**config.mk**
```make
export PLATFORM = sky130hd
export DESIGN_NAME = clkdiv_bank
export DESIGN_NICKNAME = d
export VERILOG_FILES = /design/src/rtl/clkdiv_bank_pkg.sv /design/src/rtl/clkdiv_chan.sv /design/src/rtl/clkdiv_bank.sv
export SDC_FILE = /design/constraint.sdc
export NUM_CORES = 1
export LEC_CHECK = 0
export BUFFER_PORTS_ARGS = -buffer_cell sky130_fd_sc_hd__buf_2
export CORE_MARGIN = 2
export CORE_UTILIZATION = 43
export CTS_CLUSTER_SIZE = 14
export DETAILED_ROUTE_END_ITERATION = 16
export GPL_ROUTABILITY_DRIVEN = 0
export GPL_TIMING_DRIVEN = 0
export SETUP_SLACK_MARGIN = 0.4
export SYNTH_ARGS = -nofsm -noshare
export SYNTH_HDL_FRONTEND = slang
export SYNTH_SLANG_ARGS = --single-unit
```
**constraint.sdc**
```tcl
create_clock -name clk_in1 -period 2.5 [get_ports clk_in1]
set_input_delay 0.5 -clock clk_in1 [delete_from_list [all_inputs] [get_ports clk_in1]]
set_output_delay 0.5 -clock clk_in1 [all_outputs]
set_load 0.01 [all_outputs]
```
**src/rtl/clkdiv_bank_pkg.sv**
```systemverilog
// rtl/clkdiv_bank_pkg.sv - shared types, defaults and helpers for clkdiv_bank
// Contents:
//   CFG_MAX_W   widest divide/high/phase field the config struct can carry
//   DEF_*       default parameter values for the bank and its channels
//   ch_cfg_t    one channel's configuration (div, high, phase), zero-extended
//   reset_high  high-cycle count used at reset: half the default period
package clkdiv_bank_pkg;

  localparam int unsigned CFG_MAX_W = 32;

  localparam int DEF_NUM_CH        = 4;
  localparam int DEF_DIV_W         = 8;
  localparam int DEF_DEFAULT_DIV   = 9;
  localparam int DEF_LOCK_CYCLES   = 16;
  localparam bit DEF_GATE_UNLOCKED = 1'b1;

  // Fields are carried at CFG_MAX_W so one struct serves any DIV_W;
  // each channel keeps only its low DIV_W bits.
  typedef struct packed {
    logic [CFG_MAX_W-1:0] div;
    logic [CFG_MAX_W-1:0] high;
    logic [CFG_MAX_W-1:0] phase;
  } ch_cfg_t;

  function automatic logic [CFG_MAX_W-1:0] reset_high(input int unsigned default_div);
    return (default_div + 32'd1) / 32'd2;
  endfunction

endpackage

```
**src/rtl/clkdiv_chan.sv**
```systemverilog
// rtl/clkdiv_chan.sv - one programmable divide/duty/phase waveform channel
// Ports:
//   clk      in   fabric clock
//   rst      in   synchronous active-high reset, restores default config
//   load     in   take cfg as the new div/high/phase and restart cnt from phase
//   restart  in   restart cnt from the stored phase (bank-wide realignment)
//   gate     in   force ch_out/ch_tick low for this cycle (bank unlocked)
//   cfg      in   configuration presented with load
//   ch_out   out  registered waveform, high while cnt < high
//   ch_tick  out  registered one-cycle pulse when cnt == div
module clkdiv_chan
  import clkdiv_bank_pkg::*;
#(
  parameter int DIV_W       = DEF_DIV_W,
  parameter int DEFAULT_DIV = DEF_DEFAULT_DIV
) (
  input  logic    clk,
  input  logic    rst,
  input  logic    load,
  input  logic    restart,
  input  logic    gate,
  input  ch_cfg_t cfg,
  output logic    ch_out,
  output logic    ch_tick
);

  localparam logic [CFG_MAX_W-1:0] RST_DIV_FULL  = CFG_MAX_W'(DEFAULT_DIV);
  localparam logic [CFG_MAX_W-1:0] RST_HIGH_FULL = reset_high(DEFAULT_DIV);
  localparam logic [DIV_W-1:0]     RST_DIV       = RST_DIV_FULL[DIV_W-1:0];
  localparam logic [DIV_W-1:0]     RST_HIGH      = RST_HIGH_FULL[DIV_W-1:0];

  logic [DIV_W-1:0] div_q;
  logic [DIV_W-1:0] high_q;
  logic [DIV_W-1:0] phase_q;
  logic [DIV_W-1:0] cnt_q;

  logic [DIV_W-1:0] new_div;
  logic [DIV_W-1:0] new_high;
  logic [DIV_W-1:0] new_phase;

  assign new_div   = cfg.div[DIV_W-1:0];
  assign new_high  = cfg.high[DIV_W-1:0];
  assign new_phase = cfg.phase[DIV_W-1:0];

  // Upper struct bits are zero padding from the top level.
  if (DIV_W < CFG_MAX_W) begin : g_pad
    logic unused_cfg_bits;
    assign unused_cfg_bits = ^{cfg.div[CFG_MAX_W-1:DIV_W],
                               cfg.high[CFG_MAX_W-1:DIV_W],
                               cfg.phase[CFG_MAX_W-1:DIV_W]};
  end

  always_ff @(posedge clk) begin
    if (rst) begin
      div_q   <= RST_DIV;
      high_q  <= RST_HIGH;
      phase_q <= '0;
      cnt_q   <= '0;
      ch_out  <= 1'b0;
      ch_tick <= 1'b0;
    end else begin
      if (load) begin
        div_q   <= new_div;
        high_q  <= new_high;
        phase_q <= new_phase;
      end

      // A phase beyond the period cannot be reached by the counter, so it
      // is clamped to a clean start at 0.
      if (load) begin
        cnt_q <= (new_phase <= new_div) ? new_phase : '0;
      end else if (restart) begin
        cnt_q <= (phase_q <= div_q) ? phase_q : '0;
      end else if (cnt_q == div_q) begin
        cnt_q <= '0;
      end else begin
        cnt_q <= cnt_q + DIV_W'(1);
      end

      // Outputs follow the pre-edge counter, giving one clock of latency.
      ch_out  <= !gate && (cnt_q < high_q);
      ch_tick <= !gate && (cnt_q == div_q);
    end
  end

endmodule

```
**src/rtl/clkdiv_bank.sv**
```systemverilog
// rtl/clkdiv_bank.sv - N-channel runtime-configurable clock-enable/waveform bank
// Ports:
//   clk_in1    in   sole fabric clock
//   rst        in   synchronous active-high reset, discards runtime config
//   cfg_we     in   single-cycle config write strobe
//   cfg_ch     in   target channel; values >= NUM_CH are rejected
//   cfg_div    in   period minus one
//   cfg_high   in   high cycles per period
//   cfg_phase  in   counter start value
//   ch_out     out  per-channel registered waveform
//   ch_tick    out  per-channel registered end-of-period pulse
//   locked     out  config stable for LOCK_CYCLES clocks
//   cfg_err    out  one-cycle pulse after a write to a nonexistent channel
// Build option: CLKDIV_BANK_ALIGN_EN makes every valid write restart all
// channels from their own phase; otherwise only the written channel restarts.
module clkdiv_bank
  import clkdiv_bank_pkg::*;
#(
  parameter int NUM_CH        = DEF_NUM_CH,
  parameter int DIV_W         = DEF_DIV_W,
  parameter int DEFAULT_DIV   = DEF_DEFAULT_DIV,
  parameter int LOCK_CYCLES   = DEF_LOCK_CYCLES,
  parameter bit GATE_UNLOCKED = DEF_GATE_UNLOCKED
) (
  input  logic                    clk_in1,
  input  logic                    rst,
  input  logic                    cfg_we,
  input  logic [$clog2(NUM_CH):0] cfg_ch,
  input  logic [DIV_W-1:0]        cfg_div,
  input  logic [DIV_W-1:0]        cfg_high,
  input  logic [DIV_W-1:0]        cfg_phase,
  output logic [NUM_CH-1:0]       ch_out,
  output logic [NUM_CH-1:0]       ch_tick,
  output logic                    locked,
  output logic                    cfg_err
);

  localparam int CH_W = $clog2(NUM_CH) + 1;
  localparam int LK_W = $clog2(LOCK_CYCLES + 1);

  localparam logic [CH_W-1:0] NUM_CH_V = CH_W'(NUM_CH);
  localparam logic [LK_W-1:0] LOCK_TOP = LK_W'(LOCK_CYCLES);

  logic            ch_ok;
  logic            wr_ok;
  logic [LK_W-1:0] lock_cnt_q;
  logic [LK_W-1:0] lock_cnt_d;
  logic            locked_d;
  logic            gate;
  logic            restart_all;
  ch_cfg_t         wr_cfg;

  assign ch_ok = (cfg_ch < NUM_CH_V);
  assign wr_ok = cfg_we && ch_ok;

  assign wr_cfg.div   = CFG_MAX_W'(cfg_div);
  assign wr_cfg.high  = CFG_MAX_W'(cfg_high);
  assign wr_cfg.phase = CFG_MAX_W'(cfg_phase);

`ifdef CLKDIV_BANK_ALIGN_EN
  assign restart_all = wr_ok;
`else
  assign restart_all = 1'b0;
`endif

  always_comb begin
    lock_cnt_d = lock_cnt_q;
    if (wr_ok) begin
      lock_cnt_d = '0;
    end else if (lock_cnt_q != LOCK_TOP) begin
      lock_cnt_d = lock_cnt_q + LK_W'(1);
    end
  end

  // Gate on the post-edge lock state so the outputs are never seen high
  // in a cycle where locked reads 0.
  assign locked_d = (lock_cnt_d == LOCK_TOP);
  assign gate     = GATE_UNLOCKED && !locked_d;

  always_ff @(posedge clk_in1) begin
    if (rst) begin
      lock_cnt_q <= '0;
      cfg_err    <= 1'b0;
    end else begin
      lock_cnt_q <= lock_cnt_d;
      cfg_err    <= cfg_we && !ch_ok;
    end
  end

  assign locked = (lock_cnt_q == LOCK_TOP);

  for (genvar i = 0; i < NUM_CH; i++) begin : g_ch
    clkdiv_chan #(
      .DIV_W       (DIV_W),
      .DEFAULT_DIV (DEFAULT_DIV)
    ) u_chan (
      .clk     (clk_in1),
      .rst     (rst),
      .load    (wr_ok && (cfg_ch == CH_W'(i))),
      .restart (restart_all),
      .gate    (gate),
      .cfg     (wr_cfg),
      .ch_out  (ch_out[i]),
      .ch_tick (ch_tick[i])
    );
  end

endmodule

```
==> flow_metrics.py, run 1 <==
metrics = {
    "finish": {
        "fill_cells": 1195,
        "final_nets": 765,
        "antenna_cells": 0,
        "post-route-util_pct": 50.1,
        "area_delta_synth_final_pct": 13.4,
        "drive_above_1_share_pct": 13.0,
    },
    "grt": {
        "grt_max_degree": 18,
        "first_global_vias": 4477,
        "antenna_found_initial": 0,
        "gr-total-overflow": 0,
        "grt_pass1_wl_mm": 24.3,
        "grt_usage_pct": 22.6,
    },
    "status": {
        "status": "finished clean",
    },
    "setup_path": {
        "cp_top_family": "compound AO/OA/AOI/OAI gates",
        "critPathSlowestCell": "o32ai_1",
        "worstPathCellList": "buf_2 -> inv_1 -> ha_1 -> nor2b_1 -> o211ai_1 -> a21oi_1 -> o22a_1 -> clkbuf_2 -> o32ai_1",
        "max_stage_delay_ns": 0.31,
        "cp-end-kind": "flip-flop",
        "critPathMaxFanout": 10,
        "start_kind": "primary input",
        "path_buf_inv": 3,
        "critPathArrivalTime_ns": 2.22,
        "path_class": "in2reg",
        "worstPathRequired_ns": 2.75,
    },
    "logic_synthesis": {
        "synth_area_leaders": "dfxtp_1, ha_1, nand2_1",
        "syn_inst": 644,
        "syn_nets": 716,
        "syn_area_per_cell_um2": 8.66,
        "yosysSeqAreaShare_pct": 39.5,
        "synth_largest_area_cell": "dfxtp_1",
        "ys_warn_count": 0,
        "syn-cell-area_um2": 5580,
        "synth_cell_types": 44,
        "synth-seq-cells": 110,
        "netlist.area_leader.share_pct": 39.5,
    },
    "routing": {
        "drtIter0Drc": 309,
        "met2WireLength_mm": 6.89,
        "routed_wirelength_mm": 15.3,
        "drc": 0,
        "post_drt_wl_per_cell_um": 17.6,
        "drtPass1Iterations": 4,
        "dr_wl_met3_um": 693,
        "vias": 4638,
        "ant_nets": 0,
        "wl_met1_mm": 7.12,
        "top_layer": "met4",
        "routed_via_density": 5.33,
    },
    "min_path": {
        "hp-class": "in2reg",
    },
    "clock_network": {
        "cts_tree": "built",
        "path_clk_slew_ns": 0.07,
        "clock_sinks": 110,
        "cts-buffers-inserted": 9,
        "clk_path_buf_depth": 2,
        "clk_latency_ns": 0.35,
        "root_buffer": "clkbuf_16",
        "cts.htree.levels": 3,
    },
    "timing": {
        "hold_slack_ns": 0.375,
        "slew_violations": 0,
        "fmax_mhz": 509,
        "rsz0062_at_grt": "false",
        "fin_crit_ns": 1.97,
        "finalCritPeriodShare_pct": 78.6,
        "hold_viol": 0,
        "finClkSkew_ns": 0.00826,
        "tns_ns": 0,
        "tightest_slew_ns": 0.633,
        "setup_viol": 0,
        "slew_headroom_pct": 57.6,
    },
    "placed_design": {
        "io_buffers": 37,
        "hpwl_mm": 11.2,
    },
    "power_and_ir_drop": {
        "power_density_nw_per_um2": 619,
        "power_leakage_nw": 2.51,
        "ir_drop_uv": 315,
    },
    "die": {
        "coreArea_um2": 12600,
        "core.rowCount": 41,
        "die_y_um": 118,
        "initial_utilization_pct": 44.2,
        "die_w_um": 118,
        "die_area_um2": 13900,
        "io-pin-count": 40,
    },
    "run": {
        "drv_cap": 0,
    },
}
-- worst paths after layout --
path         slack (ns)  cells past startpoint                             startpoint                               endpoint
min reg2reg        0.46                      2  g_ch[1].u_chan.high_q[6]$_SDFFE_PP0P_  g_ch[1].u_chan.high_q[6]$_SDFFE_PP0P_
max reg2reg        0.62                      8               lock_cnt_q[0]$_SDFF_PP0_       g_ch[3].u_chan.ch_out$_SDFF_PP0_
min                0.37                      3                              cfg_ch[2]                     cfg_err$_SDFF_PP0_
max                0.53                      9                             cfg_div[1]     g_ch[2].u_chan.cnt_q[5]$_SDFF_PP0_
-- report_power, final --
part,leakage (nW),total (mW),switching (mW),internal (mW)
Combinational,1.47,0.459,0.277,0.182
Clock,0.148,1.58,0.671,0.907
Sequential,0.893,1.88,0.0698,1.81
Total,2.51,3.92,1.02,2.90
-- registers in the layout, indices dropped and copies added (netlist names) --
name	flops
g_ch.u_chan.div_q	32
g_ch.u_chan.ch_tick	4
g_ch.u_chan.cnt_q	32
cfg_err	1
g_ch.u_chan.ch_out	4
g_ch.u_chan.high_q	32
lock_cnt_q	5
-- layout make-up --
type | count | area, um^2 | area share, %
Clock inverter | 5 | 82.6 | 1.31
Tap cell | 172 | 215 | 3.40
Inverter | 43 | 161 | 2.55
Clock buffer | 11 | 243 | 3.84
Sequential cell | 110 | 2200 | 34.8
Timing Repair Buffer | 38 | 205 | 3.24
Buffer | 37 | 201 | 3.19
Multi-Input combinational cell | 454 | 3010 | 47.6
-- through the flow --
stage                     power (mW)  worst slack, ns  instance area, um^2  cells
final                           3.92            0.534                 6320    870
after CTS                       3.92            0.459                 6300    869
after global routing            4.06            0.418                 6320    870
after detailed placement        2.37            0.110                 5980    853
after global placement          2.36            0.139                 5980    853
after floorplan                 2.20            0.620                 5580    644
-- synthesized netlist by cell type --
| cell | instances |
|---|---|
| o211ai_1 | 1 |
| a311o_2 | 1 |
| or2_2 | 2 |
| nor2_4 | 1 |
| nor3_1 | 9 |
| nand3_1 | 16 |
| and3_1 | 8 |
| and2b_1 | 1 |
| nand2b_1 | 13 |
| xnor2_1 | 41 |
| nor3_2 | 2 |
| or3_1 | 2 |
| nor2_2 | 1 |
| nor2b_1 | 1 |
| nand2b_4 | 1 |
| nand4_1 | 15 |
| and4_1 | 1 |
| a21oi_1 | 52 |
| or2_1 | 1 |
| o32ai_1 | 32 |
| o21ai_1 | 3 |
| nand4_4 | 1 |
| nand2_1 | 131 |
| inv_1 | 43 |
| xor2_1 | 20 |
| nor2_1 | 16 |
| a2111oi_2 | 3 |
| buf_2 | 11 |
| a2111oi_4 | 1 |
| o21ai_0 | 1 |
| a21o_1 | 12 |
| buf_1 | 1 |
| nor3b_2 | 1 |
| buf_4 | 8 |
| a211oi_1 | 4 |
| o31ai_1 | 1 |
| clkbuf_1 | 13 |
| a211o_1 | 3 |
| buf_6 | 2 |
| nand3b_1 | 13 |
| ha_1 | 42 |
| dfxtp_1 | 110 |
| o22a_1 | 1 |
| clkbuf_2 | 2 |
-- tightest hold or removal path, delay by kind of cell --
| family | cells | cell delay, ns |
|---|---|---|
| and+or+nand+nor | 2 | 0.08 |
| buffers and inverters | 1 | 0.11 |
-- metal layers --
metal	up-vias	GRT usage, %
li1	2293	-
met1	2197	30.6
met2	113	34.7
met3	35	3.68
met4	0	11.4
met5	-	0
-- cell families (layout without fill, tap and decap cells) --
logic type      after synthesis  after routing  synth area share (%)
xor+xnor                     61             61                  9.58
buf+inv                      80            134                  6.48
compound gates              115            115                  14.6
fa+ha+maj                    42             42                  9.42
flops                       110            110                  39.5
simple gates                236            236                  20.4
-- layout by cell type, fill, tap and decap left out, types with 20 or more instances in the layout --
cell	netlist	final
xor2_1	20	20
dfxtp_1	110	110
inv_1	43	43
nand2_1	131	131
o32ai_1	32	32
buf_2	11	48
a21oi_1	52	52
ha_1	42	42
xnor2_1	41	41
-- repair_timing --
item	4_1_cts	5_1_grt
hold buffers	0	0
resized for setup	0	1
setup buffers	0	1
endpoints found under the setup margin	0	14
Note: power is estimated with default switching activity, not from simulation.
==> run 2, diff against run 1 <==
- clock period: 2.5 -> 1.69 ns (I/O delays scaled with it)
==> flow_metrics.py, run 2 (same netlist as run 1, synthesis figures left out) <==
metrics = {
    "run": {
        "drv_cap": 0,
    },
    "routing": {
        "drtPass1Iterations": 5,
        "post_drt_wl_per_cell_um": 18.4,
        "vias": 4790,
        "routed_via_density": 5.36,
        "ant_nets": 0,
        "drtIter0Drc": 290,
        "routed_wirelength_mm": 16.4,
        "drc": 0,
    },
    "finish": {
        "final_nets": 789,
        "mostFrequentLayoutCell": "nand2_1",
        "stdcell_area_um2": 7340,
        "fill_cells": 1164,
        "antenna_cells": 0,
        "area_delta_synth_final_pct": 31.6,
        "reg_top3": "g_ch.u_chan.cnt_q x32, g_ch.u_chan.div_q x32, g_ch.u_chan.high_q x32",
        "final_cell_mix": "nand2_1, dfxtp_1, a21oi_1",
        "fin_cells": 894,
        "drive_above_1_share_pct": 27.8,
    },
    "power_and_ir_drop": {
        "ir_drop_uv": 467,
        "power_leakage_nw": 2.85,
        "fin_total_pwr_mw": 6.18,
        "power_density_nw_per_um2": 842,
    },
    "placed_design": {
        "placed_area_um2": 6280,
        "io_buffers": 37,
        "pre_cts_ws_ns": -0.386,
        "dp_cells": 853,
        "hpwl_mm": 11.3,
    },
    "clock_network": {
        "cts.htree.levels": 3,
        "clk_latency_ns": 0.36,
        "clock_sinks": 110,
        "path_clk_slew_ns": 0.07,
        "cts-buffers-inserted": 9,
        "cts_tree": "built",
        "cts_hold_buf": 0,
        "root_buffer": "clkbuf_16",
        "clk_path_buf_depth": 2,
    },
    "status": {
        "status": "finished with violations",
        "violations": "negative setup slack",
    },
    "min_path": {
        "hold_end": "cfg_err$_SDFF_PP0_",
        "hp-start": "cfg_ch[2]",
        "hp-class": "in2reg",
        "holdPathStages": 3,
    },
    "die": {
        "coreArea_um2": 12600,
        "die_area_um2": 13900,
        "initial_utilization_pct": 44.2,
        "io-pin-count": 40,
        "core.rowCount": 41,
        "die_w_um": 118,
        "die_y_um": 118,
    },
    "setup_path": {
        "path_class": "reg2out",
        "r2r_slack_ns": 0,
        "worstPathRequired_ns": 1.35,
        "cp-end-kind": "output pin",
        "ff2ff_path_depth": 8,
        "critPathMaxFanout": 4,
        "start_kind": "flip-flop",
        "rr_endpoint": "g_ch[1].u_chan.ch_out$_SDFF_PP0_",
        "critPathArrivalTime_ns": 1.40,
        "worstPathCellList": "inv_4 -> ha_4 -> nand2_4 -> nor3_4 -> buf_2",
        "reg2reg_from": "lock_cnt_q[0]$_SDFF_PP0_",
        "max_stage_delay_ns": 0.37,
        "critPathSlowestCell": "dfxtp_4",
    },
    "timing": {
        "rsz0062_at_grt": "true",
        "tightest_slew_ns": 0.590,
        "slew_violations": 0,
        "slew_headroom_pct": 60.7,
        "finalCritPeriodShare_pct": 103,
        "setup_viol": 2,
        "fin_crit_ns": 1.74,
        "worst_slack_ns": -0.0498,
        "hold_viol": 0,
        "finClkSkew_ns": 0.00882,
        "fmax_mhz": 575,
    },
    "grt": {
        "grt_pass1_wl_mm": 25.6,
        "antenna_found_initial": 0,
        "first_global_vias": 4679,
        "gr-total-overflow": 0,
        "grt_usage_pct": 23.9,
        "grt_max_degree": 17,
    },
}
[run 2: cell count changes in the layout (fill, tap and decap cells not counted), sizes merged]
| cell | delta |
|---|---|
| clkbuf | +3 |
| inv | -1 |
| buf | +22 |
| clkinv | +3 |
| clkinvlp | -3 |
[run 2: final cells by class]
type                            instances  area, um^2  share of cell area, %
Clock inverter                          4        70.1                  0.955
Timing Repair Buffer                   62         537                   7.31
Inverter                               43         176                   2.40
Clock buffer                           12         246                   3.36
Sequential cell                       110        2220                   30.3
Tap cell                              172         215                   2.93
Buffer                                 37         302                   4.11
Multi-Input combinational cell        454        3570                   48.6
[run 2: what timing repair did]
action / CTS / global route
cloned: 3 / 0
resized for setup: 59 / 54
buffers inserted: 15 / 7
setup endpoints to repair: 56 / 98
pin swaps: 24 / 8
[run 2: where the power goes]
group          switching, mW  leakage (nW)  internal (mW)
combinational          0.558          1.79          0.492
sequential             0.112         0.899           2.68
clock                  0.995         0.157           1.34
[run 2: worst max path at each step]
stage,from,cells after the start,end,slack [ns]
after floorplan,cfg_phase[1],7,g_ch[1].u_chan.cnt_q[1]$_SDFF_PP0_,0.08
after detailed placement,cfg_div[1],9,g_ch[0].u_chan.cnt_q[5]$_SDFF_PP0_,-0.39
after global placement,cfg_div[1],9,g_ch[1].u_chan.cnt_q[6]$_SDFF_PP0_,-0.36
final,lock_cnt_q[0]$_SDFF_PP0_,5,locked,-0.05
after global routing,lock_cnt_q[0]$_SDFF_PP0_,6,g_ch[1].u_chan.ch_out$_SDFF_PP0_,-0.08
after CTS,lock_cnt_q[0]$_SDFF_PP0_,5,locked,-0.005
[run 2: layer usage]
layer	share of wire [%]	global-route usage [%]	up-vias	wire length, um
met5	0	0	-	0
met4	2.7	8.21	0	443
li1	-	-	2348	-
met3	4.7	4.89	28	766
met2	47	38.8	115	7700
met1	46	31.6	2299	7500
[run 2: through the flow]
stage          hold WS (ns)  util [%]  setup TNS (ns)
6_report              0.213      58.2         -0.0539
5_1_grt               0.234      58.2          -0.263
4_1_cts               0.209      56.0        -0.00502
3_5_place_dp          0.450      49.7          -11.66
3_3_place_gp          0.444      49.7          -10.60
2_1_floorplan         0.436         -               0
[run 2: worst max-delay path, delay by kind of cell (launching register included)]
kind / cells / cell delay, ns
DFF: 1 / 0.37
and+or+nand+nor: 2 / 0.28
buffers and inverters: 2 / 0.26
adders and majority gates: 1 / 0.12
==> run 3, diff against run 2 <==
- CORE_MARGIN: 2 -> 4
- clock period: 1.69 -> 1.67 ns (I/O delays scaled with it)
==> flow_metrics.py, run 3 (same netlist as run 1, synthesis figures left out) <==
metrics = {
    "grt": {
        "antenna_found_initial": 0,
        "gr-total-overflow": 0,
        "grt_max_degree": 19,
        "first_global_vias": 4703,
        "grt_pass1_wl_mm": 25.6,
        "grt_usage_pct": 22.9,
    },
    "die": {
        "initial_utilization_pct": 44.0,
        "die_area_um2": 14900,
        "coreArea_um2": 12700,
        "io-pin-count": 40,
        "core.rowCount": 41,
        "die_w_um": 122,
        "die_y_um": 122,
    },
    "finish": {
        "antenna_cells": 0,
        "drive_above_1_share_pct": 28.7,
        "area_delta_synth_final_pct": 32.6,
        "mostFrequentLayoutCell": "nand2_1",
        "final_cell_mix": "nand2_1, dfxtp_1, a21oi_1",
        "reg_top3": "g_ch.u_chan.cnt_q x32, g_ch.u_chan.div_q x32, g_ch.u_chan.high_q x32",
        "fin_cells": 889,
        "final_nets": 784,
    },
    "clock_network": {
        "cts_tree": "built",
        "cts.htree.levels": 3,
        "clk_latency_ns": 0.36,
        "path_clk_slew_ns": 0.07,
        "cts_hold_buf": 0,
        "clk_path_buf_depth": 2,
        "clock_sinks": 110,
        "cts-buffers-inserted": 9,
        "root_buffer": "clkbuf_16",
    },
    "setup_path": {
        "cp_top_family": "flip-flops",
        "path_buf_inv": 2,
        "critPathSlowestCell": "dfxtp_2",
        "cp-end-kind": "output pin",
        "worstPathRequired_ns": 1.34,
        "start_kind": "flip-flop",
        "reg2reg_from": "lock_cnt_q[0]$_SDFF_PP0_",
        "cp.depth": 5,
        "rr_endpoint": "g_ch[1].u_chan.ch_out$_SDFF_PP0_",
        "critPathArrivalTime_ns": 1.37,
        "crit_path_end": "locked",
        "max_stage_delay_ns": 0.35,
        "critPathMaxFanout": 4,
        "ff2ff_path_depth": 8,
        "startpoint": "lock_cnt_q[0]$_SDFF_PP0_",
        "r2r_slack_ns": 0.02,
        "path_class": "reg2out",
        "worstPathCellList": "inv_4 -> ha_4 -> nand2_2 -> nor3_4 -> buf_2",
    },
    "routing": {
        "vias": 4853,
        "drtIter0Drc": 428,
        "post_drt_wl_per_cell_um": 18.7,
        "ant_nets": 0,
        "drc": 0,
        "drtPass1Iterations": 5,
        "routed_via_density": 5.46,
        "routed_wirelength_mm": 16.6,
    },
    "timing": {
        "hold_viol": 0,
        "finalCritPeriodShare_pct": 102,
        "slew_headroom_pct": 61.7,
        "fmax_mhz": 587,
        "rsz0062_at_grt": "true",
        "slew_violations": 0,
        "tightest_slew_ns": 0.575,
        "fin_crit_ns": 1.70,
        "setup_viol": 1,
        "finClkSkew_ns": 0.00465,
        "worst_slack_ns": -0.0331,
    },
    "status": {
        "status": "finished with violations",
        "violations": "negative setup slack",
    },
    "power_and_ir_drop": {
        "ir_drop_uv": 597,
        "power_density_nw_per_um2": 864,
        "power_leakage_nw": 2.84,
    },
    "placed_design": {
        "pre_cts_ws_ns": -0.400,
        "io_buffers": 37,
        "dp_cells": 853,
        "hpwl_mm": 11.4,
    },
    "min_path": {
        "hp-class": "in2reg",
    },
    "run": {
        "drv_cap": 0,
    },
}
run 3: cell count changes in the layout (fill, tap and decap cells not counted), moves of 4 or more:
cell     previous run  this run
buf_6              12         7
dfxtp_2            14        19
dfxtp_1            95        91
nand2_2             4         8
run 3: cell type report:
cell class              count  area, um^2
fillers                  1122        5280
multi-input cells         454        3620
flip-flops and latches    110        2230
repair buffers             57         483
plain buffers              37         323
clock buffers               9         225
well taps                 172         215
inverters                  43         176
clock inverters             7         123
run 3: worst reg2reg max path: cells and delay by family (launching register included):
kind,cells,cell delay (ns)
adder cells (fa/ha/maj),1,0.13
AO/OA/AOI/OAI,1,0.21
XOR/XNOR,1,0.18
flip-flops,1,0.35
AND/OR/NAND/NOR,3,0.42
buffers and inverters,2,0.27
run 3: metal layers:
layer	track usage (%)	vias to the layer above	share of wire, %
li1	-	2341	-
met1	29.4	2321	43
met2	38.2	149	48
met4	9.80	0	3.9
met5	0	-	0
met3	3.76	42	4.9
run 3: worst min path at each step:
| stage | from | end | slack, ns | cells past startpoint |
|---|---|---|---|---|
| floorplan | g_ch[1].u_chan.high_q[1]$_SDFFE_PP0P_ | g_ch[1].u_chan.high_q[1]$_SDFFE_PP0P_ | 0.44 | 2 |
| global placement | g_ch[3].u_chan.high_q[1]$_SDFFE_PP0P_ | g_ch[3].u_chan.high_q[1]$_SDFFE_PP0P_ | 0.45 | 2 |
| detailed placement | g_ch[3].u_chan.high_q[6]$_SDFFE_PP0P_ | g_ch[3].u_chan.high_q[6]$_SDFFE_PP0P_ | 0.45 | 2 |
| CTS | cfg_ch[2] | cfg_err$_SDFF_PP0_ | 0.20 | 3 |
| global route | cfg_ch[2] | cfg_err$_SDFF_PP0_ | 0.23 | 3 |
| finish | cfg_ch[2] | cfg_err$_SDFF_PP0_ | 0.21 | 3 |
run 3: per-stage QoR:
step                      utilization, %  setup TNS [ns]  hold WS [ns]  total power, mW  area (um^2)
after global routing                58.4          -0.273         0.228             6.62         7390
after floorplan                        -               0         0.436             3.38         5880
final                               58.4         -0.0331         0.206             6.39         7390
after global placement              49.5          -11.76         0.445             3.62         6280
after detailed placement            49.5          -13.44         0.450             3.64         6280
after CTS                           55.9         -0.0474         0.199             6.33         7080
run 3: report_power, final:
part,internal (mW),switching (mW)
sequential,2.72,0.109
combinational,0.493,0.582
clock,1.47,1.02
run 3: repair_timing:
item	CTS	global route
resized for setup	58	69
cloned	3	0
setup buffers	13	4
pin swaps	27	11
setup endpoints to repair	64	93
